## src/rtl/button_debouncer.sv

```systemverilog
// button_debouncer: 2-flop synchroniser, free-running sample-tick divider and
// a 4-state qualify FSM producing a glitch-free button level.
// Optional build macro DEBOUNCE_STATUS_EN adds the saturating glitch_cnt port.
module button_debouncer #(
  parameter int unsigned TICK_DIV     = 100000,
  parameter int unsigned STABLE_TICKS = 10,
  parameter int unsigned DIV_W        = 17,
  parameter int unsigned CNT_W        = 4
) (
  input  logic       clk,
  input  logic       rst,
  input  logic       btn_in,
  output logic       btn_clean,
  output logic       busy
`ifdef DEBOUNCE_STATUS_EN
  ,
  output logic [7:0] glitch_cnt
`endif
);

  typedef enum logic [1:0] {
    S_LOW  = 2'b00,
    S_RISE = 2'b01,
    S_HIGH = 2'b11,
    S_FALL = 2'b10
  } state_t;

  localparam logic [DIV_W-1:0] DIV_LAST = DIV_W'(TICK_DIV - 1);
  localparam logic [CNT_W-1:0] CNT_LAST = CNT_W'(STABLE_TICKS - 1);

  logic             sync0_q, sync1_q;
  logic [DIV_W-1:0] div_q, div_d;
  logic             tick;
  logic [CNT_W-1:0] cnt_q, cnt_d;
  state_t           state_q, state_d;

  // Two-flop synchroniser for the asynchronous button input.
  always_ff @(posedge clk) begin
    if (rst) begin
      sync0_q <= 1'b0;
      sync1_q <= 1'b0;
    end else begin
      sync0_q <= btn_in;
      sync1_q <= sync0_q;
    end
  end

  // Free-running divider; tick marks its terminal count.
  always_comb begin
    tick  = (div_q == DIV_LAST);
    div_d = tick ? '0 : div_q + 1'b1;
  end

  // Divider register.
  always_ff @(posedge clk) begin
    if (rst) div_q <= '0;
    else     div_q <= div_d;
  end

  // Qualify FSM next-state: a level mismatch always wins over a tick.
  always_comb begin
    state_d = state_q;
    cnt_d   = cnt_q;
    unique case (state_q)
      S_LOW: begin
        if (sync1_q) begin
          state_d = S_RISE;
          cnt_d   = '0;
        end
      end
      S_RISE: begin
        if (!sync1_q) begin
          state_d = S_LOW;
        end else if (tick) begin
          if (cnt_q == CNT_LAST) state_d = S_HIGH;
          else                   cnt_d   = cnt_q + 1'b1;
        end
      end
      S_HIGH: begin
        if (!sync1_q) begin
          state_d = S_FALL;
          cnt_d   = '0;
        end
      end
      S_FALL: begin
        if (sync1_q) begin
          state_d = S_HIGH;
        end else if (tick) begin
          if (cnt_q == CNT_LAST) state_d = S_LOW;
          else                   cnt_d   = cnt_q + 1'b1;
        end
      end
      default: state_d = S_LOW;
    endcase
  end

  // FSM state and stability counter registers.
  always_ff @(posedge clk) begin
    if (rst) begin
      state_q <= S_LOW;
      cnt_q   <= '0;
    end else begin
      state_q <= state_d;
      cnt_q   <= cnt_d;
    end
  end

  // Moore output decode.
  always_comb begin
    btn_clean = (state_q == S_HIGH) || (state_q == S_FALL);
    busy      = (state_q == S_RISE) || (state_q == S_FALL);
  end

`ifdef DEBOUNCE_STATUS_EN
  logic       glitch_evt;
  logic [7:0] glitch_q, glitch_d;

  // A rejected transition is an aborted qualification back to the old level.
  always_comb begin
    glitch_evt = ((state_q == S_RISE) && (state_d == S_LOW)) ||
                 ((state_q == S_FALL) && (state_d == S_HIGH));
    glitch_d   = (glitch_evt && (glitch_q != 8'hFF)) ? glitch_q + 8'd1 : glitch_q;
  end

  // Saturating rejected-transition counter, cleared only by reset.
  always_ff @(posedge clk) begin
    if (rst) glitch_q <= '0;
    else     glitch_q <= glitch_d;
  end

  assign glitch_cnt = glitch_q;
`endif

endmodule

```

## config.mk

```make
export PLATFORM = sky130hd
export DESIGN_NAME = button_debouncer
export DESIGN_NICKNAME = d
export VERILOG_FILES = /design/src/rtl/button_debouncer.sv
export SDC_FILE = /design/constraint.sdc
export NUM_CORES = 1
export LEC_CHECK = 0
export ABC_AREA = 0
export BUFFER_PORTS_ARGS = -buffer_cell sky130_fd_sc_hd__buf_2
export CAP_MARGIN = 15
export CORE_MARGIN = 5
export CORE_UTILIZATION = 55
export CTS_CLUSTER_DIAMETER = 120
export DETAILED_ROUTE_END_ITERATION = 8
export HOLD_SLACK_MARGIN = 0.06
export PLACE_DENSITY = 0.75
export SLEW_MARGIN = 20
export SYNTH_ARGS = -nofsm -noshare
export SYNTH_HDL_FRONTEND = slang
export SYNTH_SLANG_ARGS = --single-unit
```

## constraint.sdc

```tcl
create_clock -name clk -period 2.9 [get_ports clk]
set_input_delay 0.145 -clock clk [delete_from_list [all_inputs] [get_ports clk]]
set_output_delay 0.145 -clock clk [all_outputs]
set_load 0.02 [all_outputs]
```

-- Yosys cells after proc, flatten, opt, wreduce, memory -nomap -nowiden
Cells that the tools add are included.
- $add $sub $neg: 2
- equality and inequality tests: 13
- multiplexer cells: 16
- reduce and logical (&&, ||, !) cells: 6
- operators by type and width (kind ; number):
    2-to-1 mux 4 bit ; 6
    adder 17 x 1 -> 17 bit (second input constant) ; 1
    == test 17 bit (second input constant) ; 1
    2-to-1 mux 2 bit ; 8
    case mux 4 bit (4 select lines) ; 1
    != test 3 bit (second input constant) ; 4
    != test 2 bit (second input constant) ; 4
    case mux 2 bit (4 select lines) ; 1
    AND reduction 6 bit ; 1
    adder 4 x 1 -> 4 bit (second input constant) ; 1
    == test 2 bit (second input constant) ; 2
    == test 4 bit (second input constant) ; 1
    AND reduction 4 bit ; 1
    == test 2 x 1 -> 1 bit (second input constant) ; 1
    zero test 2 bit ; 1
    logical OR 1 bit ; 2
    OR reduction 2 bit ; 1
- bits in registers: 25
- input port bits: 3
- output and inout bits: 2
- logic and storage cells: 42

-- Longest topological paths before layout
Gate-level depths: netlist (run 1).
- word-level depth: 5
- gate-level depth with buffers: 8
- depth with buffers taken out: 6

-- Worst setup path after synthesis (run 1)
Ideal clock, no wire load.
- kind: reg2reg
- start: register div_q[0]
- end: register state_q[0]
- setup time: 0.121 ns
- data arrival time: 1.551 ns
- data required time: 2.779 ns
- path slack: 1.228 ns
- cell stages (with the launch flop): 7
- period minus slack after synthesis: 1.672 ns
- path through: dfxtp_1 -> ha_1 -> and4_4 -> and4_1 -> buf_4 -> a21oi_1 -> mux2_2
- longest elaborated chain between the ends: 3
- elaborated cells on any way between the ends: 4
- those cells by class: 3 x eq/ne; 1 x reduce/logical
- RTL lines (item ; line ; text):
    from (decl) ; 32 ; logic [DIV_W-1:0] div_q, div_d;
    from (signal assigned) ; 57 ; else div_q <= div_d;
    == test 17 bit (*) ; 50 ; tick = (div_q == DIV_LAST);
    != test 3 bit (no source line) ; - ;
    AND reduction 6 bit (no source line) (*) ; - ;
    to (signal assigned) ; 103 ; state_q <= state_d;
    to (decl) ; 35 ; state_t state_q, state_d;
Mark *: on every way between the ends. The rest lies on a longest branch, timed or not.
A chain may end at the register's enable or synchronous reset.

-- Worst setup path after layout (run 1)
- start: register div_q[0]
- end: register div_q[5]
- longest elaborated chain between the ends: 2
- elaborated cells on any way between the ends: 3
- those cells by class: 1 x add/sub; 1 x eq/ne; 1 x reduce/logical
- RTL lines (item):
    parallel branches: the longest is 2 deep, another holds adder 17 x 1 -> 17 bit
Parallel ways; which one is timed is not known.

==> out/qor.yml, run 1 <==
setup_total_negative_slack_ps: 0
die_y_um: 59.1
fmax_mhz: 491
holdCritStartpoint: "rst"
clkTransAtPathRegs_ps: 130
crit_type: "register to register"
synthMuxAreaShare_pct: 1.70
areaGrowthSynthToFinish_pct: 4.82
cts_made_buffers: 3
initial_core_util_pct: 58.7
synth_top_area_share_pct: 37.8
ys.flop_type: "dfxtp_1"
synth.ff_latch_count: 25
timing.max_cap.violations: 0
hold_viol_final: 0
min_period_ps: 2040
grt_usage_pct: 15.5
grt_start_max_net_pins: 17
finalMaxSlewViolations: 0
setup_viol: 0
cp-end-kind: "register"
grt-ovfl-total: 0
synthAdderAreaFrac_pct: 6.62
final_common_cell: "dfxtp_1"
finalCritPeriodShare_pct: 70.3
wl_per_cell_um: 12.6
tightest_slew_ps: 527
drive_above_1_share_pct: 11.9
routed_via_density: 5.82
synth_top_cell_by_area: "dfxtp_1"
dr_total_vias: 1041
async_flop_share_pct: 0
clock_latency_ps: 320
synth-compound-area-share_pct: 9.17
layout_common_cells: "dfxtp_1 (25), nor2_1 (20), xnor2_1 (8), nand3_1 (8)"
clock_sinks: 25
drt-pass1-iter-count: 4
avgSynthCellArea_um2: 9.01
timing.rr.start: "div_q[0]"
cts_tree: "yes"
hold_class: "input port to register"
fin_nets: 162
io_buffers: 4
worstPathArrival_ps: 2230
synth_cells: 147
synth-edff-count: 0
cp.required_ps: 3090
synth_top_family_by_area: "simple AND/OR/NAND/NOR gates"
cp-start-kind: "register"
routed_wirelength_um: 2260
yosys.area_share.simple_pct: 31.1
clk_path_buf_depth: 2
syn_area_um2: 1320
n_antenna_cell: 0
power_density_nw_per_um2: 438
grt_pass1_vias: 1058
max_slew_margin_pct: 64.9
peakVddDrop_v: 0.000407
final_cell_area_um2: 1390
antenna_found_initial: 0
leakagePower_uw: 0.000525
post-route-util_pct: 61.5
ys_seq_area_share_pct: 37.8
crit_path_start: "div_q[0]"
drtIter0Drc: 49
postRouteAntennaNets: 0
status: "finished clean"
die_w_um: 59.1
rows: 17
fp.coreArea_um2: 2250
drc: 0
io_pins: 5
post-dp-hpwl_um: 1660
netlist_top_cells_area: "dfxtp_1 (38%), ha_1 (6.6%), nor2_1 (5.7%)"
synth_cell_types: 41
root_buffer: "clkbuf_4"
syn_nets: 157
rsz0062_at_grt: "false"
path_max_fanout: 16
place_area_um2: 1350
gp_congestion: 0.842
yosys_warnings: 0
grt_pass1_wl_um: 4210
finClkSkew_ps: 8.92
die_area_um2: 3490
htreeDepth: 1
synthXorXnorAreaFrac_pct: 9.26
cells by family (layout without fill, tap and decap cells):
kind of cell / count (synthesis) / after routing
simple gates: 69 / 69
fa+ha+maj: 7 / 7
buf+inv: 12 / 16
flops: 25 / 25
xor+xnor: 14 / 14
compound gates: 18 / 18
mux: 2 / 2
metrics by stage:
stage | hold slack [ps] | power (µW) | std cells | setup slack, ps
after global routing | 125 | 641 | 179 | 664
after global placement | 351 | 456 | 174 | 971
after floorplan | 273 | 443 | 147 | 1230
after detailed placement | 377 | 460 | 174 | 891
final | 118 | 608 | 179 | 863
after CTS | 114 | 613 | 179 | 862
synthesized netlist by cell type, drive strengths merged, types with 3 or more instances:
cell	instances
nor2b	3
or2	3
ha	7
or3	3
xnor2	8
buf	3
and4	5
nand2	4
nand4	7
nor2	20
nand3	8
nor4	3
nor3	3
a21oi	7
inv	7
dfxtp	25
xor2	6
sequential cells by signal, indices dropped and copies added (netlist names):
| name | flops |
|---|---|
| cnt_q | 4 |
| div_q | 17 |
| state_q | 2 |
| sync0_q | 1 |
| sync1_q | 1 |
power breakdown:
group / total, µW / leakage, µW / switching (µW) / internal (µW)
clock: 152 / 0.0000139 / 99.4 / 52.7
sequential: 360 / 0.000203 / 8.15 / 352
combinational: 95.7 / 0.000308 / 58.2 / 37.5
total: 608 / 0.000525 / 166 / 442
per-layer routing:
metal / up-vias / track usage (%) / share of wire (%)
met5: - / 0 / 0
met4: 0 / 11.3 / 3.3
li1: 530 / - / -
met3: 8 / 1.96 / 2.0
met2: 13 / 25.9 / 49
met1: 490 / 18.1 / 46
critical path, cell delays in order, from the launching register on:
cell	delay (ps)
dfxtp_1	410
ha_1	250
and4_4	260
and4_1	390
or2_1	490
nor2_1	100
repair_timing:
item                      in CTS  in global routing
setup buffers                  0                  0
resized for setup              0                  0
hold buffers                   1                  0
hold endpoints to repair       1                  0
worst paths after layout:
check | cells after the start | end | slack [ps]
worst min-delay path | 2 | div_q[4] | 120
worst max register to register | 5 | div_q[5] | 860
worst max-delay path | 5 | div_q[5] | 860
worst min register to register | 1 | sync1_q | 460
final cells by class:
class	instances	area (µm²)
sequential	25	500
multi-input combinational	110	766
tap	28	35.0
clock buffer	3	22.5
fill	209	867
inverter	7	26.3
clock inverter	1	7.51
timing repair buffer	5	30.0
Power figures use the tool's default switching activity.
==> inputs of run 2 (changes only) <==
==> constraint.sdc (replaced) <==
create_clock -name clk -period 1.88 [get_ports clk]
set_input_delay 0.094 -clock clk [delete_from_list [all_inputs] [get_ports clk]]
set_output_delay 0.094 -clock clk [all_outputs]
set_load 0.02 [all_outputs]
==> run 2 against run 1 <==
Compared with the run above: register-to-register slack got worse by 790 ps; sequential share of layout area fell by 0.73 points; core utilization rose by 1.3 points; combinational power rose by 64%; via count fell by 2.1%; die area did not move.
==> out/qor.yml, run 2 (synthesized netlist as in run 1, its figures left out) <==
areaGrowthSynthToFinish_pct: 6.99  # was 4.82%
post-dp-hpwl_um: 1740  # was 1660 µm
wl_per_cell_um: 13.1  # was 12.6 µm
p_seq_share_pct: 59.0  # was 59.3%
grt-ovfl-total: 0  # unchanged
pwr-share-comb_pct: 16.7  # was 15.7%
leakagePower_uw: 0.000544  # was 0.000525 µW
worstPathArrival_ps: 2020  # was 2230 ps
crit_type: "register to register"  # unchanged
root_buffer: "clkbuf_4"  # unchanged
fin_nets: 164  # was 162
htreeDepth: 1  # unchanged
cts_tree: "yes"  # unchanged
die_w_um: 59.1  # unchanged
power_density_nw_per_um2: 665  # was 438 nW/µm²
drt-pass1-iter-count: 4  # unchanged
tightest_slew_ps: 449  # was 527 ps
hold_class: "input port to register"  # unchanged
reg.largest.list: "div_q (17), cnt_q (4), state_q (2)"  # unchanged
seq_area_um2: 500  # unchanged
layout_common_cells: "dfxtp_1 (25), nor2_1 (20), xnor2_1 (8), nand3_1 (8)"  # unchanged
finalCritPeriodShare_pct: 96.0  # was 70.3%
die_y_um: 59.1  # unchanged
dr_total_vias: 1019  # was 1,041
grt_pass1_wl_um: 4170  # was 4210 µm
grt_usage_pct: 15.3  # was 15.5%
status: "finished clean"  # unchanged
pwr-share-clk_pct: 24.3  # was 25.0%
hold_viol_final: 0  # unchanged
cp.required_ps: 2100  # was 3090 ps
cp-start-kind: "register"  # unchanged
fmax_mhz: 554  # was 491 MHz
die_area_um2: 3490  # unchanged
drc: 0  # unchanged
initial_core_util_pct: 58.7  # unchanged
finClkSkew_ps: 7.91  # was 8.92 ps
p_total_uw: 942  # was 608 µW
internal_power_uw: 686  # was 442 µW
fp.coreArea_um2: 2250  # unchanged
largest_reg_flops: 17  # unchanged
peakVddDrop_v: 0.000595  # was 0.000407 V
postRouteAntennaNets: 0  # unchanged
drtIter0Drc: 69  # was 49
p_sw_uw: 256  # was 166 µW
clock_latency_ps: 310  # was 320 ps
routed_wirelength_um: 2370  # was 2260 µm
cts_made_buffers: 3  # unchanged
io_pins: 5  # unchanged
regMostFlops: "div_q"  # unchanged
sw_frac_of_total_pct: 27.1  # was 27.3%
min_period_ps: 1800  # was 2040 ps
clkTransAtPathRegs_ps: 130  # about the same
io_buffers: 4  # unchanged
grt_pass1_vias: 996  # was 1,058
multi_input_area_um2: 769  # was 766 µm²
max_slew_margin_pct: 69.8  # was 64.9%
clk_path_buf_depth: 2  # unchanged
drive_above_1_share_pct: 13.7  # was 11.9%
setup_total_negative_slack_ps: 0  # unchanged
fillers: 195  # was 209
finalMaxSlewViolations: 0  # unchanged
path_max_fanout: 4  # was 16
gp_congestion: 0.820  # was 0.842
cp-end-kind: "register"  # unchanged
rows: 17  # unchanged
grt_start_max_net_pins: 17  # unchanged
routed_via_density: 5.63  # was 5.82
setup_viol: 0  # unchanged
n_antenna_cell: 0  # unchanged
clock_sinks: 25  # unchanged
antenna_found_initial: 0  # unchanged
timing.max_cap.violations: 0  # unchanged
final_common_cell: "dfxtp_1"  # unchanged
==> run 2: cell types whose count changed in the layout (fill, tap and decap cells not counted), sizes merged <==
cell / before / now
buf: 4 / 6
clkinv: 0 / 1
clkinvlp: 1 / 0
==> run 2: power by group through the flow <==
stage	Combinational [µW]	Sequential [µW]	Clock (µW)
finish	157	555	229
global route	172	559	271
CTS	150	556	240
detailed placement	148	568	0
global placement	142	567	0
floorplan	118	566	0
==> run 2: area by class of cell <==
| cell class | count | share of cell area (%) |
|---|---|---|
| clock buffer | 3 | 1.59 |
| inverter | 7 | 1.86 |
| clock inverter | 1 | 0.353 |
| sequential | 25 | 35.3 |
| timing repair buffer | 7 | 4.06 |
| multi-input combinational | 110 | 54.3 |
| tap | 28 | 2.47 |
==> run 2: final timing paths <==
| check | from | end | slack, ps | cells after the start |
|---|---|---|---|---|
| max | state_q[0] | cnt_q[0] | 80 | 6 |
| min | rst | sync0_q | 70 | 2 |
| max reg2reg | state_q[0] | cnt_q[0] | 80 | 6 |
| min reg2reg | sync0_q | sync1_q | 460 | 1 |
==> run 2: repair_timing <==
action,CTS,global route
hold buffers,1,0
gates resized for setup,0,1
setup endpoints to repair,0,2
setup buffers,0,0
hold endpoints to repair,1,0
==> run 2: layer usage <==
layer / part of all wire, % / track usage (%) / wire length (µm) / vias to the layer above
met2: 49 / 27.6 / 1170 / 15
met5: 0 / 0 / 0 / -
met4: 2.4 / 6.47 / 58 / 0
li1: - / - / - / 536
met3: 3.0 / 1.96 / 71 / 7
met1: 45 / 17.9 / 1080 / 461
==> run 2: per-stage QoR <==
| step | instance area [µm²] | utilization [%] | setup WS, ps | cells | hold WS [ps] |
|---|---|---|---|---|---|
| after floorplan | 1320 | - | 208 | 147 | 222 |
| after global placement | 1380 | 61.0 | 187 | 176 | 305 |
| after detailed placement | 1380 | 61.0 | 94.8 | 176 | 311 |
| after CTS | 1410 | 62.7 | 63.5 | 181 | 81.4 |
| after global routing | 1420 | 62.8 | -16.0 | 181 | 74.5 |
| final | 1420 | 62.8 | 76.1 | 181 | 73.9 |
==> run 2: worst max-delay path: stages (launching register included) <==
cell	delay, ps
dfxtp_1	380
inv_1	80
ha_1	240
or3b_2	490
a21oi_2	240
a211oi_1	90
o21ba_1	190
